===== src/rtl/load_data_unit_if.sv =====
// Data-side SRAM-like read bus between the load engine (master) and memory (slave).
// Requests are word-aligned; data_size qualifies the access width.
interface load_data_unit_if;
    logic        data_req;
    logic [31:0] data_addr;
    logic [1:0]  data_size;
    logic        data_addr_ok;
    logic        data_ok;
    logic [31:0] data_rdata;

    modport master (
        output data_req, data_addr, data_size,
        input  data_addr_ok, data_ok, data_rdata
    );

    modport slave (
        input  data_req, data_addr, data_size,
        output data_addr_ok, data_ok, data_rdata
    );
endinterface


===== src/rtl/load_data_unit.sv =====
// Memory-stage load engine: issues one word-aligned read at a time, stalls the pipe until
// data returns, then extracts and extends the addressed byte/half. Misaligned loads raise AdEL.
module load_data_unit #(
    parameter int unsigned     OP_W       = 8,
    parameter logic [OP_W-1:0] EXE_LB_OP  = OP_W'(8'hE0),
    parameter logic [OP_W-1:0] EXE_LH_OP  = OP_W'(8'hE1),
    parameter logic [OP_W-1:0] EXE_LW_OP  = OP_W'(8'hE3),
    parameter logic [OP_W-1:0] EXE_LBU_OP = OP_W'(8'hE4),
    parameter logic [OP_W-1:0] EXE_LHU_OP = OP_W'(8'hE5)
) (
    input  logic                clk,
    input  logic                resetn,
    input  logic [OP_W-1:0]     alucontrolM,
    input  logic [31:0]         addrM,
    input  logic                load_validM,
    input  logic                flushM,
    load_data_unit_if.master    bus,
    output logic [31:0]         load_result,
    output logic                result_valid,
    output logic                stall_req,
    output logic                adel,
    output logic [31:0]         badvaddr
);

    typedef enum logic [2:0] {StIdle, StReq, StWait, StDone, StDrain} state_e;

    state_e            state_q, state_d;
    logic [OP_W-1:0]   op_q;
    logic [31:0]       addr_q;
    logic [31:0]       load_result_q;
    logic              flushed_q, flushed_d;
    logic              is_lb, is_lbu, is_lh, is_lhu, is_lw, is_load, misaligned, start;
    logic              latch, capture;
    logic [7:0]        lane_b;
    logic [15:0]       lane_h;
    logic [31:0]       extracted;

    assign is_lb   = (alucontrolM == EXE_LB_OP);
    assign is_lbu  = (alucontrolM == EXE_LBU_OP);
    assign is_lh   = (alucontrolM == EXE_LH_OP);
    assign is_lhu  = (alucontrolM == EXE_LHU_OP);
    assign is_lw   = (alucontrolM == EXE_LW_OP);
    assign is_load = is_lb | is_lbu | is_lh | is_lhu | is_lw;

    assign misaligned = (is_lw & (addrM[1:0] != 2'b00)) | ((is_lh | is_lhu) & addrM[0]);
    assign adel       = load_validM & is_load & misaligned;
    assign badvaddr   = addrM;
    assign start      = load_validM & is_load & ~misaligned & ~flushM;

    always_comb begin
        state_d      = state_q;
        flushed_d    = flushed_q;
        latch        = 1'b0;
        capture      = 1'b0;
        bus.data_req = 1'b0;
        stall_req    = 1'b0;
        result_valid = 1'b0;
        case (state_q)
            StIdle: begin
                if (start) begin
                    latch     = 1'b1;
                    flushed_d = 1'b0;
                    stall_req = 1'b1;
                    state_d   = StReq;
                end
            end
            StReq: begin
                bus.data_req = 1'b1;
                stall_req    = 1'b1;
                if (flushM) flushed_d = 1'b1;
                // An accepted request can never be withdrawn; a flushed one is drained.
                if (bus.data_addr_ok) begin
                    if (flushed_q | flushM) begin
                        state_d = bus.data_ok ? StIdle : StDrain;
                    end else if (bus.data_ok) begin
                        capture = 1'b1;
                        state_d = StDone;
                    end else begin
                        state_d = StWait;
                    end
                end
            end
            StWait: begin
                stall_req = 1'b1;
                if (flushM) begin
                    state_d = bus.data_ok ? StIdle : StDrain;
                end else if (bus.data_ok) begin
                    capture = 1'b1;
                    state_d = StDone;
                end
            end
            StDrain: begin
                stall_req = 1'b1;
                if (bus.data_ok) state_d = StIdle;
            end
            StDone: begin
                result_valid = 1'b1;
                state_d      = StIdle;
            end
            default: state_d = StIdle;
        endcase
    end

    always_comb begin
        unique case (addr_q[1:0])
            2'b00:   lane_b = bus.data_rdata[7:0];
            2'b01:   lane_b = bus.data_rdata[15:8];
            2'b10:   lane_b = bus.data_rdata[23:16];
            default: lane_b = bus.data_rdata[31:24];
        endcase
        lane_h = addr_q[1] ? bus.data_rdata[31:16] : bus.data_rdata[15:0];
        if (op_q == EXE_LB_OP)       extracted = {{24{lane_b[7]}}, lane_b};
        else if (op_q == EXE_LBU_OP) extracted = {24'h0, lane_b};
        else if (op_q == EXE_LH_OP)  extracted = {{16{lane_h[15]}}, lane_h};
        else if (op_q == EXE_LHU_OP) extracted = {16'h0, lane_h};
        else                         extracted = bus.data_rdata;
    end

    always_comb begin
        if (op_q == EXE_LW_OP)                            bus.data_size = 2'd2;
        else if ((op_q == EXE_LH_OP) | (op_q == EXE_LHU_OP)) bus.data_size = 2'd1;
        else                                              bus.data_size = 2'd0;
    end

    assign bus.data_addr = {addr_q[31:2], 2'b00};
    assign load_result   = load_result_q;

    always_ff @(posedge clk or negedge resetn) begin
        if (!resetn) begin
            state_q       <= StIdle;
            op_q          <= '0;
            addr_q        <= '0;
            load_result_q <= '0;
            flushed_q     <= 1'b0;
        end else begin
            state_q   <= state_d;
            flushed_q <= flushed_d;
            if (latch) begin
                op_q   <= alucontrolM;
                addr_q <= addrM;
            end
            if (capture) load_result_q <= extracted;
        end
    end

endmodule


===== src/flat_wrapper.sv =====
// flat-port wrapper written by rule: the top's interface ports become plain ports
module load_data_unit_flat 
#(
    parameter int unsigned     OP_W       = 8,
    parameter logic [OP_W-1:0] EXE_LB_OP  = OP_W'(8'hE0),
    parameter logic [OP_W-1:0] EXE_LH_OP  = OP_W'(8'hE1),
    parameter logic [OP_W-1:0] EXE_LW_OP  = OP_W'(8'hE3),
    parameter logic [OP_W-1:0] EXE_LBU_OP = OP_W'(8'hE4),
    parameter logic [OP_W-1:0] EXE_LHU_OP = OP_W'(8'hE5)
)
  (clk, resetn, alucontrolM, addrM, load_validM, flushM, load_result, result_valid, stall_req, adel, badvaddr, bus_data_req, bus_data_addr, bus_data_size, bus_data_addr_ok, bus_data_ok, bus_data_rdata);
  load_data_unit_if bus_i ();
  input  logic clk;
  input  logic resetn;
  input  logic [OP_W-1:0] alucontrolM;
  input  logic [31:0] addrM;
  input  logic load_validM;
  input  logic flushM;
  output logic [31:0] load_result;
  output logic result_valid;
  output logic stall_req;
  output logic adel;
  output logic [31:0] badvaddr;
  output wire logic [$bits(bus_i.data_req)-1:0] bus_data_req;
  output wire logic [$bits(bus_i.data_addr)-1:0] bus_data_addr;
  output wire logic [$bits(bus_i.data_size)-1:0] bus_data_size;
  input wire logic [$bits(bus_i.data_addr_ok)-1:0] bus_data_addr_ok;
  input wire logic [$bits(bus_i.data_ok)-1:0] bus_data_ok;
  input wire logic [$bits(bus_i.data_rdata)-1:0] bus_data_rdata;
  assign bus_data_req = bus_i.data_req;
  assign bus_data_addr = bus_i.data_addr;
  assign bus_data_size = bus_i.data_size;
  assign bus_i.data_addr_ok = bus_data_addr_ok;
  assign bus_i.data_ok = bus_data_ok;
  assign bus_i.data_rdata = bus_data_rdata;
  load_data_unit #(.OP_W(OP_W), .EXE_LB_OP(EXE_LB_OP), .EXE_LH_OP(EXE_LH_OP), .EXE_LW_OP(EXE_LW_OP), .EXE_LBU_OP(EXE_LBU_OP), .EXE_LHU_OP(EXE_LHU_OP)) u_core (.clk(clk), .resetn(resetn), .alucontrolM(alucontrolM), .addrM(addrM), .load_validM(load_validM), .flushM(flushM), .bus(bus_i), .load_result(load_result), .result_valid(result_valid), .stall_req(stall_req), .adel(adel), .badvaddr(badvaddr));
endmodule

===== config.mk =====
export PLATFORM = sky130hd
export DESIGN_NAME = load_data_unit_flat
export DESIGN_NICKNAME = d
export VERILOG_FILES = /design/src/rtl/load_data_unit_if.sv /design/src/rtl/load_data_unit.sv /design/src/flat_wrapper.sv
export SDC_FILE = /design/constraint.sdc
export NUM_CORES = 1
export LEC_CHECK = 0
export ABC_AREA = 1
export CAP_MARGIN = 15
export CORE_MARGIN = 2
export CORE_UTILIZATION = 47
export DETAILED_ROUTE_END_ITERATION = 10
export HOLD_SLACK_MARGIN = 0.03
export PLACE_DENSITY = 0.84
export SLEW_MARGIN = 20
export SYNTH_ARGS = -nofsm -noshare
export SYNTH_HDL_FRONTEND = slang
export SYNTH_SLANG_ARGS = --single-unit

===== constraint.sdc =====
create_clock -name clk -period 3.3 [get_ports clk]
set_clock_uncertainty 0.15 [all_clocks]
set_input_delay 0.66 -clock clk [delete_from_list [all_inputs] [get_ports clk]]
set_output_delay 0.66 -clock clk [all_outputs]
set_load 0.05 [all_outputs]

==> metrics.md <==
| Metric | Value |
|---|---|
| Yosys Warn Count | `0` |
| DRC | `0` |
| Total Routing Usage GR | `0.2392` |
| Status | `finished clean` |
| Top-level port count | `180` |
| Die H | `100.9 um` |
| Pin slew with the least headroom to its limit | `0.9463 ns` |
| Antenna-violating nets left | `0` |
| Leakage power figure | `3.117 nW` |
| Total congestion overflow | `0` |
| Clock tree root buffer cell | `sky130_fd_sc_hd__clkbuf_8` |
| Type of the tightest min-delay check | `primary input to asynchronous set/reset pin` |
| Latest clock arrival within the worst-skew pair | `0.35 ns` |
| Final-stage net count | `801` |
| Setup crit end kind | `output port` |
| Fraction of final layout cells sized beyond drive strength 1 | `0.06319` |
| Number of violations of the max-capacitance limit | `0` |
| Average vias per placed instance | `5.123` |
| Number of detailed-routing iterations run before antenna repair | `6` |
| CTS Hold Buffers Added | `0` |
| Clock input transition at the sequential cells of the worst setup and hold paths | `0.08 ns` |
| H-Tree Level Count | `3` |
| Post-DP HPWL | `8.758 mm` |
| Starting density of the core | `0.4801` |
| Average cell area after synthesis | `7.191 sq um` |
| Setup Crit Path Kind | `register to output port` |
| Utilization after layout | `0.6510` |
| Diode insertion count for antenna repair | `0` |
| Register bit total from synthesis | `76` |
| Dominant cell by count in the synthesized netlist | `sky130_fd_sc_hd__nand2_1` |
| Ranking of synthesized cells by instance count | `sky130_fd_sc_hd__nand2_1 (238), sky130_fd_sc_hd__dfrtp_1 (76), sky130_fd_sc_hd__buf_4 (67), sky130_fd_sc_hd__nor2_1 (46), sky130_fd_sc_hd__nand3_1 (44)` |
| Post-synthesis sequential area ratio | `0.4307` |
| Drt total wl | `12.06 mm` |
| GPL Wtd Cong | `0.8607` |
| Max-slew headroom at the worst pin | `0.3692` |
| R2R Setup Slk | `1.21 ns` |
| Max Fclk | `335.6 MHz` |
| EDFF count, synth | `0` |
| Sink count of the clock tree | `76` |
| Dominant register cell in the synthesized netlist | `sky130_fd_sc_hd__dfrtp_1` |
| Endpoint arrival time on the critical path | `2.17 ns` |
| Pin count of the biggest net entering global routing | `77` |
| Number of CTS-inserted buffers | `9` |
| Via count of the first global-routing pass | `4145` |
| TritonCTS clock tree | `done` |
| Share of synthesized registers carrying an async set or reset | `1.000` |
| Startpoint of the most critical register-to-register path | `u_core.op_q[4]` |
| Detailed-route wire length per cell | `14.38 um` |
| Reg-to-reg critical path endpoint | `u_core.load_result[3]` |
| Critical Path Source Type | `register` |
| Period utilisation layout | `0.9028` |
| Required @ worst endpoint | `2.49 ns` |
| Number of cells on the worst reg-to-reg path | `9` |
| Max Fanout on Critical Path | `18` |
| Number of antenna violations at the first check in global routing | `0` |
| Number of hold violations in the final report | `0` |
| Post-CTS Resized | `0` |
| Min Clock Period, post-route | `2.979 ns` |
| Portion of synthesized cell area occupied by the leading cell type | `0.4307` |
| Port buffer count | `177` |
| Die Footprint | `10190 sq um` |
| Largest cells by area after synthesis | `sky130_fd_sc_hd__dfrtp_1 (43%), sky130_fd_sc_hd__nand2_1 (20%), sky130_fd_sc_hd__buf_4 (11%)` |
| Most area-hungry cell type in the Yosys netlist | `sky130_fd_sc_hd__dfrtp_1` |
| Number of library cell types mapped by synthesis | `26` |
| Row cnt | `35` |
| Number of cells produced by synthesis | `614` |
| PD cells | `666.0 nW/um^2` |
| Setup repair bufs after CTS | `0` |
| Setup Viol. Count Final | `0` |
| Final Slew Violations | `0` |
| Core outline area | `9196 sq um` |
| Vias after detailed routing | `4298` |
| RSZ-0062 raised after global routing | `no` |
| Peak supply drop | `0.4012 mV` |
| Final total negative setup slack | `0 ns` |
| First-pass GRT wire length | `19.29 mm` |
| Netlist area before placement | `4415 sq um` |
| Max clock buf depth | `2` |
| Die Span X | `100.9 um` |
| Layout Area Growth over Synthesis | `35.59%` |
| Count of routing violations after the opening detailed-route iteration | `214` |
[cell families after synthesis]
group | count (synthesis) | synth area share
AND/OR/NAND/NOR | 351 | 0.3321
AO/OA/AOI/OAI | 54 | 0.06291
other | 1 | 0.0008493
buffers and inverters | 132 | 0.1734
flip-flops | 76 | 0.4307
[cells in the final DEF (no fill, tap or decap), drive strengths merged]
master / instances
clkdlybuf4s50: 174
nor2: 50
nand3b: 1
o21ai: 11
a21oi: 42
buf: 8
bufinv: 1
nand3: 46
nor4: 1
clkinvlp: 2
dfrtp: 76
nor3: 4
clkinv: 2
o22ai: 1
nand4: 3
inv: 48
clkbuf: 10
or2: 3
conb: 2
nand2: 243
[registers in the layout, summed over array words and instances (netlist names)]
name	count
u_core.addr_q	32
u_core.load_result	32
u_core.op_q	8
u_core.state_q	3
u_core.flushed_q	1
[layer usage]
metal | global-route usage | wire length [um]
met5 | 0 | 0
met4 | 0.07796 | 221
met3 | 0.06380 | 1270
met2 | 0.3923 | 5553
met1 | 0.3088 | 5017
[area by class of cell]
class | count | area, sq um
multi-input cells | 407 | 1752
clock inverters | 6 | 63.81
repair buffers | 182 | 1827
inverters | 47 | 176.4
well taps | 111 | 138.9
flip-flops and latches | 76 | 1902
clock buffers | 10 | 127.6
fillers | 775 | 3209
[power by group]
part | switching, W | leakage (nW) | total, W | internal (W)
Clock | 0.000356 | 0.0927 | 0.000706 | 0.000350
Combinational | 0.00129 | 2.01 | 0.00196 | 0.000669
Sequential | 0.000157 | 1.01 | 0.00132 | 0.00116
Total | 0.00180 | 3.12 | 0.00399 | 0.00218
[worst max path at each step]
stage                   start           endpoint  slack [ns]  cells after the start
2_1_floorplan  u_core.op_q[3]   bus_data_size[1]        0.47                      3
3_3_place_gp   alucontrolM[0]  u_core.addr_q[12]        0.48                     11
3_5_place_dp   alucontrolM[0]  u_core.addr_q[13]        0.43                     11
4_1_cts        u_core.op_q[1]   bus_data_size[0]        0.31                      6
5_1_grt        u_core.op_q[1]   bus_data_size[0]        0.18                      6
6_report       u_core.op_q[1]   bus_data_size[0]        0.32                      6
[through the flow]
step	area, sq um	total power [W]	setup slack, ns	cells	hold slack, ns
6_report	5987	0.003987	0.3206	839	0.3014
5_1_grt	5987	0.004179	0.1795	839	0.3510
4_1_cts	5987	0.004007	0.3074	839	0.3357
3_5_place_dp	5796	0.003298	0.4277	823	0.3150
3_3_place_gp	5796	0.003262	0.4770	823	0.3044
2_1_floorplan	4419	0.002644	0.4702	615	0.2144
[critical path, cell delays in order, from the launching register on]
cell and delay [ns]:
sky130_fd_sc_hd__dfrtp_1 0.39, sky130_fd_sc_hd__inv_2 0.08, sky130_fd_sc_hd__nand2_1 0.08, sky130_fd_sc_hd__nor2_1 0.19, sky130_fd_sc_hd__nand2_4 0.18, sky130_fd_sc_hd__nand2_4 0.10, sky130_fd_sc_hd__clkdlybuf4s50_1 0.81
(Power assumes the default switching activity.)
